File: src/rtl/axi_slave_package.sv
// Shared AXI slave definitions.
// Holds the AXI ID width, the AXI response code enum, the packed word that
// travels through the write-response FIFO, and the B-channel FSM state type.
package axi_slave_package;

  localparam int ID_WIDTH = 4;

  typedef enum logic [1:0] {
    OKAY   = 2'b00,
    EXOKAY = 2'b01,
    SLVERR = 2'b10,
    DECERR = 2'b11
  } Resp_t;

  // One buffered write response: ID in the upper bits, response code below.
  typedef struct packed {
    logic [ID_WIDTH-1:0] id;
    Resp_t               resp;
  } b_resp_t;

  typedef enum logic {
    ST_IDLE = 1'b0,
    ST_SEND = 1'b1
  } b_state_t;

endpackage

File: src/rtl/axi_slave_resp_fifo.sv
// Generic synchronous FIFO for internal response words.
// Ports:
//   clk, rst      : clock and synchronous active-high reset
//   push, wdata   : write strobe and word; dropped when full without a same-cycle pop
//   pop, rdata    : read strobe and head word (rdata is the current head, valid when !empty)
//   full, empty   : derived from the pointers only
//   overflow      : sticky flag, set the cycle after a push was dropped, cleared by reset
// Pointers carry one extra wrap bit so full and empty are distinguishable.
module axi_slave_resp_fifo #(
  parameter int  DEPTH  = 8,
  parameter type word_t = logic [7:0]
) (
  input  logic  clk,
  input  logic  rst,
  input  logic  push,
  input  word_t wdata,
  input  logic  pop,
  output word_t rdata,
  output logic  full,
  output logic  empty,
  output logic  overflow
);

  localparam int             AW      = $clog2(DEPTH);
  localparam logic [AW:0]    PTR_ONE = {{AW{1'b0}}, 1'b1};

  logic [AW:0] wr_ptr_r;
  logic [AW:0] rd_ptr_r;
  logic        overflow_r;
  word_t       mem_r [DEPTH];
  logic        pop_ok_s;
  logic        push_ok_s;

  assign empty = (wr_ptr_r == rd_ptr_r);
  assign full  = (wr_ptr_r[AW-1:0] == rd_ptr_r[AW-1:0]) && (wr_ptr_r[AW] != rd_ptr_r[AW]);

  // A pop frees the slot in the same cycle, so a push at full with a pop is accepted.
  assign pop_ok_s  = pop && !empty;
  assign push_ok_s = push && (!full || pop_ok_s);

  assign rdata    = mem_r[rd_ptr_r[AW-1:0]];
  assign overflow = overflow_r;

  // Pointer and sticky overflow state.
  always_ff @(posedge clk) begin
    if (rst) begin
      wr_ptr_r   <= {(AW+1){1'b0}};
      rd_ptr_r   <= {(AW+1){1'b0}};
      overflow_r <= 1'b0;
    end else begin
      if (push_ok_s) begin
        wr_ptr_r <= wr_ptr_r + PTR_ONE;
      end
      if (pop_ok_s) begin
        rd_ptr_r <= rd_ptr_r + PTR_ONE;
      end
      if (push && !push_ok_s) begin
        overflow_r <= 1'b1;
      end
    end
  end

  // Storage array; contents are don't-care until written, so no reset.
  always_ff @(posedge clk) begin
    if (push_ok_s) begin
      mem_r[wr_ptr_r[AW-1:0]] <= wdata;
    end
  end

endmodule

File: src/rtl/axi_slave_b_resp_channel.sv
// AXI4 write-response (B) channel driver.
// Buffers one-cycle internal response pulses in a FIFO and presents them on
// the B channel with a full BVALID/BREADY handshake, in arrival order.
// Ports:
//   ACLK, ARESET                   : clock, synchronous active-high reset
//   int_BID, int_BRESP, int_BVALID : internal push (no backpressure)
//   o_full, o_overflow             : FIFO full status, sticky dropped-push flag
//   BID, BRESP, BVALID, BREADY     : AXI B channel toward the master
// All B outputs are flops; BVALID has no combinational path from BREADY.
module axi_slave_b_resp_channel
  import axi_slave_package::*;
#(
  parameter int DEPTH = 8
) (
  input  logic                ACLK,
  input  logic                ARESET,
  input  logic [ID_WIDTH-1:0] int_BID,
  input  Resp_t               int_BRESP,
  input  logic                int_BVALID,
  output logic                o_full,
  output logic                o_overflow,
  output logic [ID_WIDTH-1:0] BID,
  output Resp_t               BRESP,
  output logic                BVALID,
  input  logic                BREADY
);

  b_state_t state_r;
  b_state_t state_s;
  b_resp_t  out_r;
  b_resp_t  head_s;
  b_resp_t  wr_word_s;
  logic     bvalid_r;
  logic     bvalid_s;
  logic     pop_s;
  logic     empty_s;

  assign wr_word_s = '{id: int_BID, resp: int_BRESP};

  axi_slave_resp_fifo #(
    .DEPTH  (DEPTH),
    .word_t (b_resp_t)
  ) u_fifo (
    .clk      (ACLK),
    .rst      (ARESET),
    .push     (int_BVALID),
    .wdata    (wr_word_s),
    .pop      (pop_s),
    .rdata    (head_s),
    .full     (o_full),
    .empty    (empty_s),
    .overflow (o_overflow)
  );

  // Next-state logic: load the output register whenever it is empty or being
  // handed off this cycle, which yields bubble-free back-to-back beats.
  always_comb begin
    state_s  = state_r;
    bvalid_s = bvalid_r;
    pop_s    = 1'b0;
    case (state_r)
      ST_IDLE: begin
        if (!empty_s) begin
          pop_s    = 1'b1;
          bvalid_s = 1'b1;
          state_s  = ST_SEND;
        end else begin
          bvalid_s = 1'b0;
        end
      end
      ST_SEND: begin
        if (BREADY) begin
          if (!empty_s) begin
            pop_s    = 1'b1;
            bvalid_s = 1'b1;
          end else begin
            bvalid_s = 1'b0;
            state_s  = ST_IDLE;
          end
        end else begin
          bvalid_s = 1'b1;
        end
      end
      default: begin
        bvalid_s = 1'b0;
        state_s  = ST_IDLE;
      end
    endcase
  end

  // State, BVALID and output-register flops; reset also flushes a beat on B.
  always_ff @(posedge ACLK) begin
    if (ARESET) begin
      state_r  <= ST_IDLE;
      bvalid_r <= 1'b0;
      out_r    <= '{id: {ID_WIDTH{1'b0}}, resp: OKAY};
    end else begin
      state_r  <= state_s;
      bvalid_r <= bvalid_s;
      if (pop_s) begin
        out_r <= head_s;
      end
    end
  end

  assign BVALID = bvalid_r;
  assign BID    = out_r.id;
  assign BRESP  = out_r.resp;

endmodule

File: config.mk
export PLATFORM = sky130hd
export DESIGN_NAME = axi_slave_b_resp_channel
export DESIGN_NICKNAME = d
export VERILOG_FILES = /design/src/rtl/axi_slave_package.sv /design/src/rtl/axi_slave_resp_fifo.sv /design/src/rtl/axi_slave_b_resp_channel.sv
export SDC_FILE = /design/constraint.sdc
export NUM_CORES = 1
export LEC_CHECK = 0
export ABC_AREA = 1
export BUFFER_PORTS_ARGS = -buffer_cell sky130_fd_sc_hd__buf_2
export CORE_UTILIZATION = 60
export DETAILED_ROUTE_END_ITERATION = 10
export PLACE_DENSITY_LB_ADDON = 0.25
export SLEW_MARGIN = 20
export SYNTH_ARGS = -nofsm -noshare
export SYNTH_HDL_FRONTEND = slang
export SYNTH_SLANG_ARGS = --single-unit
File: constraint.sdc
create_clock -name ACLK -period 3.2 [get_ports ACLK]
set_input_delay 0.16 -clock ACLK [delete_from_list [all_inputs] [get_ports ACLK]]
set_output_delay 0.16 -clock ACLK [all_outputs]
set_load 0.1 [all_outputs]
==> metrics <==
Power Dens Cells=about 820 nW/um^2; Synth Area in Simple Gates=21.3%; hold path depth=1; fin worst setup slack=0.816 ns; # fillers=around 350; maximum level of the CTS H-tree=3; Leakage Power=0.00118 uW; crit path from=u_fifo.rd_ptr_r[1]; Post-CTS Resized=0; # hold bufs at CTS=0; residual overflow from global routing=0; r2r startpoint=u_fifo.rd_ptr_r[0]; antenna-violating nets left=0; Logic pwr share=approximately 37%; adder-cell area share of the yosys netlist=0.891%; sw power=between 1000 and 1500 uW; Worst Path Max Fanout=17; vias per cell=5.43; Layout area overhead=8.60%; clk_skew=between 0.009 and 0.01 ns; relative slew slack=61.8%; I/O pin count=19; Inserted Clock Buffers=9; Max-Cap Viols=0; RSZ-0062 raised after global routing=no; Register-to-Register Setup Slack=0.96 ns; number of global-route vias before repair=about 1700; setup_tns=0 ns; status=finished, final reports clean; Int Power=around 1500 uW; Slew @ Worst Pin=0.572 ns; Syn Area/Cell=just over 10 sq um; Tmin final=around 2.4 ns; Mapped Nets=slightly below 300; # DRC=0; Clock Pin Slew Worst Setup and Hold Paths=approximately 0.07 ns; setup violators final=0; largest net degree at the start of global routing=30; Layout Nets=roughly 310; total track usage=between 20% and 30%; Net Sw Frac=41.8%; Setup CP Type=flop to output port; xor/xnor cell area share of the yosys netlist=under 10%; Post-Syn Area=2810 sq um; Slew Viols, Final=0; RD Place Congestion=0.990; Yosys reg bits=64; largest family of logic cells by synthesized area=simple AND/OR/NAND/NOR gates; Worst VDD drop=0.517 mV; Clock Latency Late Sink=between 0.3 and 0.4 ns; row cnt=24; Worst Setup End Kind=output port; CP arrival=2.22 ns; clock buffer depth=2; DP Worst Slack=0.991 ns; DP HPWL=~3700 microns; post-synthesis compound-gate area fraction=~8.0%; WL/cell=~15 microns; cell count after synthesis=roughly 280; drt first-iter violations=roughly 120; Hold Crit Class=input port to flop; mux share of post-synthesis cell area=0%; Routed Wire Length=5250 microns; CP required=3.04 ns; via count=approximately 1900; Clock power frac=between 20 and 25%; CTS root buf=clkbuf_8; register area share after synthesis=62.7%; die width=70.4 microns; Hold Vio Cnt, Final=0; Initial Util=about 64%; initial antenna violation count=0; layout cells sized above 1=20.0%; FF-to-FF path depth=10; Yosys Warn Count=0; sequential share of power=slightly above 40%; Post-CTS Setup Bufs=0; Critical Path Start Type=flop; Max Fclk=about 420 MHz; library cells used by synthesis=25; CTS Sinks=64; Inserted Diodes=0; first-pass GRT wire length=approximately 8500 microns; worst reg2reg path endpoint=u_fifo.mem_r[0][4]; Die Span Y=70.4 microns; CTS tree=built; Pre-Repair DR Iteration Count=5; period utilization=between 70% and 80%; CORE AREA=4410 sq um; Port Buffers=18; Critical Path End=o_full; die area=approximately 5000 sq um
cell usage in the layout, fill, tap and decap left out, drive strengths merged:
master    netlist  final
xor2            3      3
a21oi          11     11
dfxtp          16     16
o21ai          27     27
nand3b          1      1
nand3           7      7
nand2          64     64
xnor2           4      4
clkbuf          3     11
edfxtp         48     48
buf             9     19
inv            14     14
ha              2      2
clkinv          0      4
nand4           1      1
clkinvlp        0      1
nor2           67     67
critical path, cell delays in order, from the launching register on:
cell	delay [ns]
dfxtp_1	0.68
inv_2	0.23
nand2_1	0.12
nand2_2	0.07
nor2_4	0.14
inv_1	0.05
nor2_1	0.14
buf_2	0.45
stage by stage:
stage | hold WS (ns) | instances | instance area [sq um] | power, uW | utilization (%)
3_3_place_gp | 0.447 | 336 | 2890 | 1950 | 65.6
3_5_place_dp | 0.454 | 336 | 2890 | 1960 | 65.6
4_1_cts | 0.133 | 352 | 3050 | 2510 | 69.1
5_1_grt | 0.147 | 352 | 3050 | 2640 | 69.1
2_1_floorplan | 0.222 | 277 | 2810 | 1860 | -
6_report | 0.137 | 352 | 3050 | 2500 | 69.1
state kept, by name, indices dropped and copies added, names as in the netlist:
signal           flops
BRESP                2
BVALID               1
u_fifo.wr_ptr_r      4
u_fifo.rd_ptr_r      4
BID                  4
u_fifo.mem_r        48
u_fifo.overflow      1
synthesized netlist by cell type:
master | number | area, sq um
a21oi_2 | 9 | 78.8
edfxtp_1 | 48 | 1440
nand3_1 | 5 | 25.0
a21oi_1 | 2 | 10.0
xor2_1 | 3 | 26.3
buf_2 | 6 | 30.0
inv_2 | 4 | 15.0
o21ai_0 | 26 | 130
nand2_4 | 1 | 11.3
nand4_2 | 1 | 12.5
ha_1 | 2 | 25.0
o21ai_1 | 1 | 5.00
nand2_2 | 11 | 68.8
xnor2_2 | 1 | 16.3
nor2_4 | 1 | 11.3
clkbuf_1 | 3 | 11.3
nand3b_1 | 1 | 7.51
buf_12 | 1 | 20.0
inv_1 | 10 | 37.5
nand2_1 | 52 | 195
buf_4 | 2 | 15.0
xnor2_1 | 3 | 26.3
nand3_2 | 2 | 20.0
dfxtp_1 | 16 | 320
nor2_1 | 66 | 248
power by group through the flow:
stage	Sequential (uW)	Clock, uW	Combinational (uW)
after floorplan	1300	0	556
final	1020	555	925
after global routing	1030	597	1010
after CTS	1020	563	924
after detailed placement	1040	0	921
after global placement	1040	0	914
layout make-up:
class | count | area [sq um] | area share (%)
multi-input cells | 187 | 917 | 30.1
inverters | 14 | 52.6 | 1.72
well taps | 52 | 65.1 | 2.13
flip-flops and latches | 64 | 1760 | 57.8
clock buffers | 11 | 131 | 4.31
repair buffers | 19 | 97.6 | 3.20
clock inverters | 5 | 23.8 | 0.780
worst min-delay path by stage:
stage / to / slack, ns / start
CTS: u_fifo.overflow / 0.13 / int_BVALID
finish: u_fifo.mem_r[7][3] / 0.14 / int_BID[1]
floorplan: u_fifo.overflow / 0.22 / ARESET
global placement: u_fifo.overflow / 0.45 / u_fifo.overflow
detailed placement: u_fifo.overflow / 0.45 / u_fifo.overflow
global route: u_fifo.mem_r[7][2] / 0.15 / int_BID[0]
metal layers:
layer	track usage, %	up-vias	wire [microns]
met5	0	-	0
met2	34.8	81	2320
met4	7.78	0	92
li1	-	948	-
met1	33.2	871	2450
met3	7.22	12	385
cell families after synthesis:
logic type	Yosys count
DFF	64
AOI/OAI and AO/OA	38
and+or+nand+nor	140
xor gates and xnor gates	7
adders and majority gates	2
buffers and inverters	26
No activity file was read; power rests on OpenSTA's default activity.
